### src/rtl/ex_mdu.sv
// ex_mdu: iterative multiply/divide unit with architectural HI/LO registers.
// Multiply is shift-add retiring MUL_STEP multiplier bits per cycle; divide is
// restoring, one quotient bit per cycle. Signed ops work on magnitudes and
// fix up the signs in the commit cycle.
module ex_mdu #(
    parameter int WIDTH    = 32,
    parameter int MUL_STEP = 1
) (
    input  logic             clk,
    input  logic             rst,
    input  logic             flush,
    input  logic             start,
    input  logic [2:0]       op,
    input  logic [WIDTH-1:0] src1,
    input  logic [WIDTH-1:0] src2,
    output logic             stallreq,
    output logic             busy,
    output logic             done,
    output logic [WIDTH-1:0] hi,
    output logic [WIDTH-1:0] lo
);
    localparam int N_MUL = WIDTH / MUL_STEP;
    localparam int CW    = $clog2(WIDTH + 1);

    typedef enum logic [1:0] {S_IDLE, S_MUL, S_DIV, S_DONE} state_t;

    state_t             r_state, w_next;
    logic [CW-1:0]      r_cnt;
    logic [2*WIDTH-1:0] r_acc, r_mcand;
    logic [WIDTH-1:0]   r_sh;        // multiplier (MUL) or dividend/quotient shifter (DIV)
    logic [WIDTH-1:0]   r_divisor, r_src1, r_rem, r_hi, r_lo;
    logic               r_neg_q, r_neg_r, r_dz;

    logic               w_issue, w_arith, w_signed, w_last, w_s1_neg, w_s2_neg;
    logic [WIDTH-1:0]   w_mag1, w_mag2;
    logic [2*WIDTH-1:0] w_acc_nxt, w_prod;
    logic [WIDTH:0]     w_rem_sh, w_trial;
    logic [WIDTH-1:0]   w_rem_nxt, w_quo_nxt, w_quo, w_remv;

    assign w_issue  = (r_state == S_IDLE) && start && !flush;
    assign w_arith  = w_issue && !op[2];
    assign w_signed = !op[0];
    assign w_s1_neg = w_signed && src1[WIDTH-1];
    assign w_s2_neg = w_signed && src2[WIDTH-1];
    assign w_mag1   = w_s1_neg ? -src1 : src1;
    assign w_mag2   = w_s2_neg ? -src2 : src2;
    assign w_last   = (r_cnt == '0);

    // State register
    always_ff @(posedge clk) begin
        if (rst) r_state <= S_IDLE;
        else     r_state <= w_next;
    end

    // Next-state logic; flush aborts iterations but never a committed DONE
    always_comb begin
        w_next = r_state;
        case (r_state)
            S_IDLE: if (w_arith) w_next = op[1] ? S_DIV : S_MUL;
            S_MUL, S_DIV: begin
                if (flush)       w_next = S_IDLE;
                else if (w_last) w_next = S_DONE;
            end
            default: w_next = S_IDLE;
        endcase
    end

    // State-decoded outputs
    always_comb begin
        busy     = (r_state == S_MUL) || (r_state == S_DIV);
        done     = (r_state == S_DONE);
        stallreq = w_arith || busy;
    end

    // One shift-add step and one restoring-division step
    always_comb begin
        w_acc_nxt = r_acc;
        for (int unsigned j = 0; j < MUL_STEP; j++) begin
            if (r_sh[j]) w_acc_nxt = w_acc_nxt + (r_mcand << j);
        end
        w_rem_sh = {r_rem, r_sh[WIDTH-1]};
        w_trial  = w_rem_sh - {1'b0, r_divisor};
        if (!w_trial[WIDTH]) begin
            w_rem_nxt = w_trial[WIDTH-1:0];
            w_quo_nxt = {r_sh[WIDTH-2:0], 1'b1};
        end else begin
            w_rem_nxt = w_rem_sh[WIDTH-1:0];
            w_quo_nxt = {r_sh[WIDTH-2:0], 1'b0};
        end
        w_prod = r_neg_q ? -w_acc_nxt : w_acc_nxt;
        w_quo  = r_neg_q ? -w_quo_nxt : w_quo_nxt;
        w_remv = r_neg_r ? -w_rem_nxt : w_rem_nxt;
    end

    // Iteration registers: load on issue, advance each MUL/DIV cycle
    always_ff @(posedge clk) begin
        if (rst) begin
            r_cnt     <= '0;
            r_acc     <= '0;
            r_mcand   <= '0;
            r_sh      <= '0;
            r_divisor <= '0;
            r_src1    <= '0;
            r_rem     <= '0;
            r_neg_q   <= 1'b0;
            r_neg_r   <= 1'b0;
            r_dz      <= 1'b0;
        end else begin
            case (r_state)
                S_IDLE: if (w_arith) begin
                    r_cnt     <= op[1] ? CW'(WIDTH - 1) : CW'(N_MUL - 1);
                    r_acc     <= '0;
                    r_mcand   <= {{WIDTH{1'b0}}, w_mag1};
                    r_sh      <= op[1] ? w_mag1 : w_mag2;
                    r_divisor <= w_mag2;
                    r_src1    <= src1;
                    r_rem     <= '0;
                    r_neg_q   <= w_s1_neg ^ w_s2_neg;
                    r_neg_r   <= w_s1_neg;
                    r_dz      <= (src2 == '0);
                end
                S_MUL: if (!flush) begin
                    r_acc   <= w_acc_nxt;
                    r_mcand <= r_mcand << MUL_STEP;
                    r_sh    <= r_sh >> MUL_STEP;
                    r_cnt   <= r_cnt - CW'(1);
                end
                S_DIV: if (!flush) begin
                    r_rem <= w_rem_nxt;
                    r_sh  <= w_quo_nxt;
                    r_cnt <= r_cnt - CW'(1);
                end
                default: ;
            endcase
        end
    end

    // HI/LO: MTHI/MTLO in IDLE, commit on the last iteration
    always_ff @(posedge clk) begin
        if (rst) begin
            r_hi <= '0;
            r_lo <= '0;
        end else if (w_issue && op == 3'd4) begin
            r_hi <= src1;
        end else if (w_issue && op == 3'd5) begin
            r_lo <= src1;
        end else if (r_state == S_MUL && !flush && w_last) begin
            {r_hi, r_lo} <= w_prod;
        end else if (r_state == S_DIV && !flush && w_last) begin
            if (r_dz) begin
                r_hi <= r_src1;
                r_lo <= '1;
            end else begin
                r_hi <= w_remv;
                r_lo <= w_quo;
            end
        end
    end

    assign hi = r_hi;
    assign lo = r_lo;

endmodule

### config.mk
export PLATFORM = sky130hd
export DESIGN_NAME = ex_mdu
export DESIGN_NICKNAME = d
export VERILOG_FILES = /design/src/rtl/ex_mdu.sv
export SDC_FILE = /design/constraint.sdc
export NUM_CORES = 1
export LEC_CHECK = 0
export ABC_CLOCK_PERIOD_IN_PS = 17130
export BUFFER_PORTS_ARGS = -buffer_cell sky130_fd_sc_hd__buf_2
export CELL_PAD_IN_SITES_DETAIL_PLACEMENT = 1
export CELL_PAD_IN_SITES_GLOBAL_PLACEMENT = 1
export CORE_UTILIZATION = 50
export DETAILED_ROUTE_END_ITERATION = 16
export HOLD_SLACK_MARGIN = 0.02
export PLACE_DENSITY_LB_ADDON = 0.2
export SLEW_MARGIN = 20
export SYNTH_ARGS = -nofsm -noshare
export SYNTH_HDL_FRONTEND = slang
export SYNTH_SLANG_ARGS = --single-unit
### constraint.sdc
create_clock -name clk -period 17.13 [get_ports clk]
set_clock_uncertainty 0.05 [all_clocks]
set_input_delay 0.8565 -clock clk [delete_from_list [all_inputs] [get_ports clk]]
set_output_delay 0.8565 -clock clk [all_outputs]
set_load 0.01 [all_outputs]
Yosys cells after proc, flatten, opt, wreduce, memory -nomap -nowiden

Cells that the tools add are included.

Register bits: 331
Bits of input ports: 71
Output and inout bits: 67
Logic and storage cells: 107

$add $sub $neg: 8
Equal/unequal tests: 11
Muxes and demuxes: 39
Bitwise gates (word level): 2
Reduce and logical (&&, ||, !) cells: 34

Operator list:

| cell                                              | count |
|---|---|
| two-way mux 32 bit                                | 20 |
| two-way mux 64 bit                                | 6 |
| case mux 64 bit (2 select lines)                  | 2 |
| negation 32 bit                                   | 4 |
| case mux 32 bit (3 select lines)                  | 1 |
| adder 64 bit                                      | 1 |
| negation 64 bit                                   | 1 |
| case mux 32 bit (2 select lines)                  | 1 |
| subtractor 33 x 32 -> 33 bit                      | 1 |
| logical NOT 32 bit                                | 1 |
| two-way mux 6 bit                                 | 2 |
| case mux 6 bit (2 select lines)                   | 1 |
| logical AND 1 bit                                 | 11 |
| != test 2 bit (second input constant)             | 5 |
| AND reduction 3 bit                               | 3 |
| nonzero test 3 bit                                | 3 |
| two-way mux 2 bit                                 | 4 |
| AND reduction 2 bit                               | 4 |
| equality test 3 bit (second input constant)       | 2 |
| logical NOT 6 bit                                 | 1 |
| nonzero test 2 bit                                | 3 |
| subtractor 6 x 1 -> 6 bit (second input constant) | 1 |
| equality test 2 bit (second input constant)       | 2 |
| case mux 2 bit (2 select lines)                   | 1 |
| 10 further kinds                                  | 13 |

Longest topological paths before layout

Gate-level depths: netlist (run 1).

Depth after elaboration: 9
Depth in mapped cells: 25
Depth with buffers taken out: 21

Worst setup path before layout (run 1)

No wires, ideal clock.

Kind: reg2reg
From: register r_sh[31]
To: register r_lo[28], in the netlist lo[28]
Library setup time: 0.114 ns
Arrival time: 5.700 ns
Data required time: 16.966 ns
Path slack: 11.265 ns
Cell stages (with the launch flop): 25
Path buffers: 4
Clock period less this slack: 5.865 ns
Cells stage by stage: dfxtp_1 -> inv_1 -> ha_1 -> inv_1 -> fa_1 -> a211oi_1 -> o211ai_1 -> nand3_1 -> a31oi_1 -> nor4_2 -> nor2_4 -> inv_2 -> clkbuf_1 -> clkbuf_1 -> clkbuf_1 -> ha_1 -> nand2_1 -> or2_2 -> or4_1 -> or4_1 -> clkbuf_1 -> o31ai_1 -> xnor2_1 -> o22ai_1 -> a2111oi_0

Longest elaborated chain between the ends: 8

Ends and longest elaborated chain:

| what                         | RTL line | RTL |
|---|---|---|
| from (decl)                  | 30       | `logic [WIDTH-1:0] r_sh;` |
| from (signal assigned)       | 114      | `r_sh <= op[1] ? w_mag1 : w_mag2;` |
| from (signal assigned)       | 125      | `r_sh <= r_sh >> MUL_STEP;` |
| from (signal assigned)       | 130      | `r_sh <= w_quo_nxt;` |
| subtractor 33 x 32 -> 33 bit | 82       | `w_trial = w_rem_sh - {1'b0, r_divisor};` |
| two-way mux 1 bit            | 83       | `if (!w_trial[WIDTH]) begin` |
| negation 32 bit              | 91       | `w_quo = r_neg_q ? -w_quo_nxt : w_quo_nxt;` |
| two-way mux 32 bit           | 91       |  |
| two-way mux 32 bit           | 150      | `if (r_dz) begin` |
| two-way mux 32 bit           | 149      | `end else if (r_state == S_DIV && !flush && w_last) begin` |
| two-way mux 32 bit           | 147      | `end else if (r_state == S_MUL && !flush && w_last) begin` |
| two-way mux 32 bit           | 145      | `end else if (w_issue && op == 3'd5) begin` |
| to (signal assigned)         | 146      | `r_lo <= src1;` |
| to (signal assigned)         | 148      | `{r_hi, r_lo} <= w_prod;` |
| to (signal assigned)         | 155      | `r_lo <= w_quo;` |
| to (decl)                    | 31       | `logic [WIDTH-1:0] r_divisor, r_src1, r_rem, r_hi, r_lo;` |

No other way between the ends. The select of a mux whose other input is x is not followed.
A chain may end at the register's enable or synchronous reset.

Final worst setup path (run 1)

From: register r_sh[31]
To: register r_lo[22], in the netlist lo[22]

Same word-level chain as after synthesis.

==> flow_summary.json, run 1 <==
{
  "synth_cell_type_count": 114,
  "place.gp.congestion": 1.002,
  "place_inst": 4456,
  "reg2reg_depth": 21,
  "critPathKind": "flip-flop to flip-flop",
  "drtPass1Iterations": 6,
  "min_path_type": "flip-flop to flip-flop",
  "final_nets": 3983,
  "overflow": 0,
  "clock-sinks": 331,
  "r2r_start": "r_sh[31]",
  "rrSetupSlack_ns": 10.96,
  "io_buffers": 137,
  "cp.required_ns": 17.57,
  "final_hold_viol_count": 0,
  "die_h_um": 235.8,
  "synth_seq_area_share_pct": 24.25,
  "setup_viol": 0,
  "ir_worst_vdd_v": 0.0001460,
  "arrival_ns": 6.61,
  "maxSlewViolCount": 0,
  "hp-start": "r_divisor[31]",
  "rows": 85,
  "fp.coreArea_um2": 53920,
  "cts_resized": 0,
  "antenna_found_initial": 5,
  "worstPathMaxFanout": 8,
  "routedWlPerCell_um": 26.96,
  "holdPathEnd": "r_divisor[31]",
  "cts_buffers": 43,
  "leakage_nw": 11.07,
  "die-area_um2": 55580,
  "hold_buffers": 0,
  "cts_buffer_depth": 3,
  "fin_setup_tns_ns": 0,
  "syn_nets": 4052,
  "max_freq_mhz": 162.1,
  "synth_seq_cells": 331,
  "grt_pass1_vias": 31320,
  "postRouteWirelength_um": 122300,
  "relSlewSlack_pct": 17.54,
  "status": "complete, no violations",
  "final_common_cell": "nand2_1",
  "clk_latency_ns": 0.60,
  "track_usage_pct": 42.60,
  "post-route-period-util_pct": 36.01,
  "r2r_end": "lo[22]",
  "critical_path.top_delay_family": "simple AND/OR/NAND/NOR gates",
  "drc": 0,
  "fin_util_pct": 54.79,
  "synth_async_sr_flop_share_pct": 0,
  "hpwlAfterDp_um": 90390,
  "die_x_um": 235.8,
  "tightestPinTransition_ns": 1.237,
  "mostFrequentLayoutCells": "542 x nand2_1, 424 x nor2_1, 406 x a21oi_1",
  "drive_gt1_share_pct": 8.807,
  "nFillCells": 7007,
  "grt_pass1_wl_um": 185900,
  "rsz0062_at_grt": "false",
  "vias": 31580,
  "syn_avg_cell_area_um2": 7.052,
  "cp-start-kind": "flip-flop",
  "synth_area_um2": 27320,
  "synth_enable_flop_cells": 0,
  "cts_tree": "built",
  "drtIter0Drc": 3587,
  "clk_pin_slew_ns": 0.06,
  "fin_crit_ns": 6.168,
  "crit_slowest_cell": "nor4_2",
  "fin_cells": 4536,
  "crit_chain": "inv_1 -> ha_1 -> inv_1 -> fa_1 -> a211oi_1 -> o211ai_1 -> nand3_1 -> a31oi_1 -> nor4_2 -> nor2_4 -> inv_2 -> ha_1 -> nand2_1 -> or2_2 -> or4_1 -> or4_1 -> o41ai_1 -> xor2_1 -> a221oi_1 -> a211oi_1 -> nor3_1",
  "power.density_nw_per_um2": 118.3,
  "min_path_cells": 2,
  "synth_cells": 3874,
  "vias_per_cell": 6.963,
  "critPathBufInv": 3,
  "post-cts-setup-buffer-count": 0,
  "yosys_warnings": 0,
  "ios": 138,
  "clockRootBuffer": "clkbuf_16",
  "ant_nets": 0,
  "slowest_delay_ns": 0.94,
  "start_util_pct": 50.67,
  "endpoint_kind": "flip-flop",
  "drv_cap": 0,
  "grt_max_degree": 207,
  "htreeDepth": 2,
  "areaGrowthSynthToFinish_pct": 8.129,
  "synth_ff_type": "dfxtp_1"
}
## worst max-delay path by stage
| stage | startpoint | endpoint | cells after the start |
|---|---|---|---|
| 6_report | r_sh[31] | lo[22] | 21 |
| 5_1_grt | r_sh[31] | lo[28] | 20 |
| 4_1_cts | r_sh[31] | lo[22] | 21 |
| 3_5_place_dp | r_sh[31] | lo[22] | 21 |
| 3_3_place_gp | r_sh[31] | lo[22] | 21 |
| 2_1_floorplan | r_sh[31] | lo[28] | 24 |
## through the flow
stage	worst slack, ns	area, um^2	power, W	hold slack [ns]
6_report	10.96	29540	0.003495	0.4108
5_1_grt	10.69	29540	0.003626	0.4321
4_1_cts	11.17	29540	0.003443	0.4112
3_5_place_dp	11.22	28100	0.002489	0.4028
3_3_place_gp	11.54	28100	0.002414	0.3873
2_1_floorplan	11.27	27320	0.002003	0.3812
## cell type report
cell class	count	area (um^2)	share of cell area [%]
flip-flops and latches	331	6633	22.45
clock buffers	68	1353	4.579
repair buffers	174	985.9	3.338
well taps	696	870.8	2.948
multi-input cells	3172	19290	65.32
diodes	2	5.005	0.01694
inverters	83	311.5	1.055
clock inverters	10	87.58	0.2965
## layer usage
| metal | GRT usage (%) | up-vias | part of all wire [%] |
|---|---|---|---|
| met5 | 0 | - | 0.022 |
| met3 | 9.862 | 371 | 9.8 |
| met2 | 66.32 | 1641 | 44 |
| li1 | - | 14020 | - |
| met1 | 54.83 | 15550 | 41 |
| met4 | 21.91 | 4 | 5.5 |
## tightest hold or removal path, delay by kind of cell (launching register included)
family | cells | cell delay [ns]
AOI/OAI and AO/OA | 1 | 0.05
and+or+nand+nor | 1 | 0.05
DFF | 1 | 0.31
## logic make-up (layout without fill, tap and decap cells)
logic type               Yosys count  in the layout  synth area share, %
flip-flops                       331            331                24.25
other                              0              2                    0
AND/OR/NAND/NOR                 1516           1516                25.85
buffers and inverters            371            335                5.308
AO/OA/AOI/OAI                   1276           1276                30.56
multiplexers                      59             59                2.217
adder cells (fa/ha/maj)          107            107                4.955
XOR/XNOR                         214            214                6.861
## Yosys cell counts (32+ instances only)
library cell	n	share of area [%]
a211oi_1	90	2.5
a21o_1	48	1.3
a21oi_1	406	7.4
a221oi_1	35	1.1
a22oi_1	61	1.7
a31oi_1	36	0.82
and3_1	37	0.85
buf_2	33	0.60
clkbuf_1	234	3.2
dfxtp_1	331	24
ha_1	105	4.8
inv_1	80	1.1
mux2i_1	50	1.8
nand2_1	544	7.5
nand2b_1	34	0.78
nand3_1	78	1.4
nand4_1	55	1.3
nor2_1	428	5.9
nor3_1	124	2.3
nor4_1	32	0.73
o211ai_1	51	1.4
o21ai_0	233	4.3
o31ai_1	50	1.4
or3_1	39	0.89
xnor2_1	118	3.8
xor2_1	96	3.1
## registers in the layout, indices dropped and copies added (netlist names)
signal / count
r_acc: 64
r_mcand: 64
hi: 32
lo: 32
r_divisor: 32
r_rem: 32
r_sh: 32
r_src1: 32
r_cnt: 6
r_state: 2
r_dz: 1
r_neg_q: 1
r_neg_r: 1
## report_power, final
part	internal, W	switching (W)
registers	0.000855	0.000116
logic	0.000479	0.00110
clock network	0.000555	0.000388
No activity file was read; power rests on OpenSTA's default activity.
==> run 2: changes to the inputs <==
Settings changed: ABC_CLOCK_PERIOD_IN_PS 17130 to 5900, CORE_UTILIZATION 50 to 46.
Clock period 17.13 ns to 5.9 ns, I/O delays scaled along.
==> run 2 against run 1 <==
- maximum frequency grew 13%
- critical path depth shrank 3
- global-route usage shrank 4.4 points
- largest power group unchanged
- core utilization shrank 3.1 points
- sequential share of layout area shrank 0.36 points
- die area grew 8.6%
- combinational power grew to 2.8 times the previous value
- non-clock buffer count grew 41
- wire length shrank 2.7%
- hold slack lost 0.35 ns
- power grew to 2.9 times the previous value
==> flow_summary.json, run 2 (synthesis results as in run 1) <==
{
  "status": "complete, no violations",
  "drc": 0,
  "num_antenna_cells": 0,
  "reg2reg_depth": 18,
  "routedWlPerCell_um": 25.63,
  "hpwlAfterDp_um": 88510,
  "post-route-period-util_pct": 92.23,
  "critPathKind": "flip-flop to flip-flop",
  "track_usage_pct": 38.22,
  "ir_worst_vdd_v": 0.0004263,
  "holdPathEnd": "r_divisor[6]",
  "drtPass1Iterations": 7,
  "clk_pin_slew_ns": 0.06,
  "min_path_type": "primary input to flip-flop",
  "place.gp.congestion": 0.9826,
  "fin_crit_ns": 5.442,
  "grt_max_degree": 130,
  "tightestPinTransition_ns": 1.144,
  "power.density_nw_per_um2": 337.9,
  "crit_chain": "inv_1 -> ha_1 -> o21ai_0 -> o21bai_1 -> a21o_1 -> nor3b_1 -> o31a_1 -> nor2_4 -> inv_2 -> ha_1 -> nand2_1 -> or2_2 -> or4_1 -> or4_1 -> o31ai_1 -> xnor2_1 -> o22ai_1 -> a2111oi_0",
  "critPathBufInv": 2,
  "fp.coreArea_um2": 58140,
  "areaGrowthSynthToFinish_pct": 9.883,
  "final_common_cell": "nand2_1",
  "top_regs": "r_acc x64, r_mcand x64",
  "io_buffers": 137,
  "worstPathMaxFanout": 11,
  "overflow": 0,
  "drv_cap": 0,
  "crit_slowest_cell": "or4_1",
  "final_hold_viol_count": 0,
  "cts_buffers": 43,
  "die_h_um": 245.7,
  "leakage_nw": 11.27,
  "critical_path.top_delay_family": "simple AND/OR/NAND/NOR gates",
  "htreeDepth": 2,
  "die_x_um": 245.7,
  "fin_setup_tns_ns": 0,
  "post-cts-setup-buffer-count": 0,
  "arrival_ns": 5.87,
  "maxSlewViolCount": 0,
  "vias_per_cell": 6.647,
  "setup_ws_ns": 0.4582,
  "endpoint_kind": "flip-flop",
  "dpl_cell_area_um2": 28290,
  "rrSetupSlack_ns": 0.46,
  "mostFrequentLayoutCells": "543 x nand2_1, 424 x nor2_1, 406 x a21oi_1",
  "cp.required_ns": 6.33,
  "start_util_pct": 46.99,
  "cp-start-kind": "flip-flop",
  "grt_pass1_wl_um": 179700,
  "hp-start": "src2[6]",
  "stdcell_area_um2": 30020,
  "dp_slack_ns": 0.5609,
  "relSlewSlack_pct": 23.61,
  "drive_gt1_share_pct": 9.100,
  "grt_pass1_vias": 30180,
  "postRouteWirelength_um": 119000,
  "min_path_cells": 4,
  "clk_latency_ns": 0.60,
  "rows": 88,
  "max_freq_mhz": 183.8,
  "r2r_start": "r_divisor[27]",
  "die-area_um2": 60370,
  "clock-sinks": 331,
  "ant_nets": 0,
  "final_nets": 4024,
  "antenna_found_initial": 5,
  "drtIter0Drc": 3024,
  "vias": 30870,
  "slowest_delay_ns": 0.64,
  "cts_buffer_depth": 3,
  "ios": 138,
  "cts_tree": "built",
  "r2r_end": "lo[28]",
  "clockRootBuffer": "clkbuf_16",
  "setup_viol": 0,
  "rsz0062_at_grt": "false"
}
==> run 2: cell types whose count changed in the layout (fill, tap and decap cells not counted), moves of 2 or more <==
cell	before	now
buf_4	36	51
clkinvlp_4	2	0
bufinv_16	1	4
clkinv_2	5	8
dlygate4sd3_1	0	26
diode_2	2	0
inv_6	0	2
clkinv_4	2	0
clkbuf_8	14	10
==> run 2: worst reg2reg max path, delay by kind of cell, from the launching register on <==
family | cells | cell delay, ns
XOR/XNOR | 1 | 0.16
adder cells (fa/ha/maj) | 2 | 0.68
flip-flops | 1 | 0.33
AO/OA/AOI/OAI | 7 | 1.67
buffers and inverters | 2 | 0.18
AND/OR/NAND/NOR | 6 | 2.24
==> run 2: final cells by class <==
cell class              count  area, um^2
clock inverters            15       193.9
clock buffers              63        1272
repair buffers            215        1359
fillers                  7558       28120
inverters                  83       311.5
flip-flops and latches    331        6633
well taps                 765       957.2
multi-input cells        3172       19290
==> run 2: through the flow <==
| step | cells | hold WS, ns | utilization (%) | total power, W |
|---|---|---|---|---|
| final | 4644 | 0.06181 | 51.64 | 0.01014 |
| after global routing | 4644 | 0.05389 | 51.64 | 0.01058 |
| after CTS | 4644 | 0.02165 | 51.64 | 0.01004 |
| after detailed placement | 4540 | 0.3971 | 48.67 | 0.007203 |
| after global placement | 4540 | 0.3916 | 48.67 | 0.007112 |
| after floorplan | 3874 | 0.3810 | - | 0.005815 |
==> run 2: worst max path at each step <==
stage | from | slack [ns] | to | depth (start not counted)
after global routing | r_divisor[27] | 0.04 | lo[22] | 19
after CTS | r_divisor[27] | 0.54 | lo[24] | 18
final | r_divisor[27] | 0.46 | lo[28] | 18
after floorplan | r_sh[31] | 0.04 | lo[28] | 24
after global placement | r_divisor[27] | 0.73 | lo[28] | 18
after detailed placement | r_divisor[27] | 0.56 | lo[24] | 18
==> run 2: layer usage <==
metal / GRT usage, % / vias up / share of wire, %
li1: - / 14090 / -
met1: 51.29 / 15210 / 43
met2: 59.07 / 1292 / 44
met3: 7.563 / 267 / 8.9
met4: 16.22 / 6 / 4.4
met5: 1.552 / - / 0.13
==> run 2: report_power, final <==
group | internal (W) | switching (W) | total (W)
sequential | 0.00248 | 0.000351 | 0.00283
clock | 0.00167 | 0.00115 | 0.00282
combinational | 0.00141 | 0.00309 | 0.00449
total | 0.00556 | 0.00459 | 0.0101
==> run 2: what timing repair did <==
item	4_1_cts	5_1_grt
gates resized for setup	0	0
hold buffers	26	0
endpoints found under the hold margin	29	0
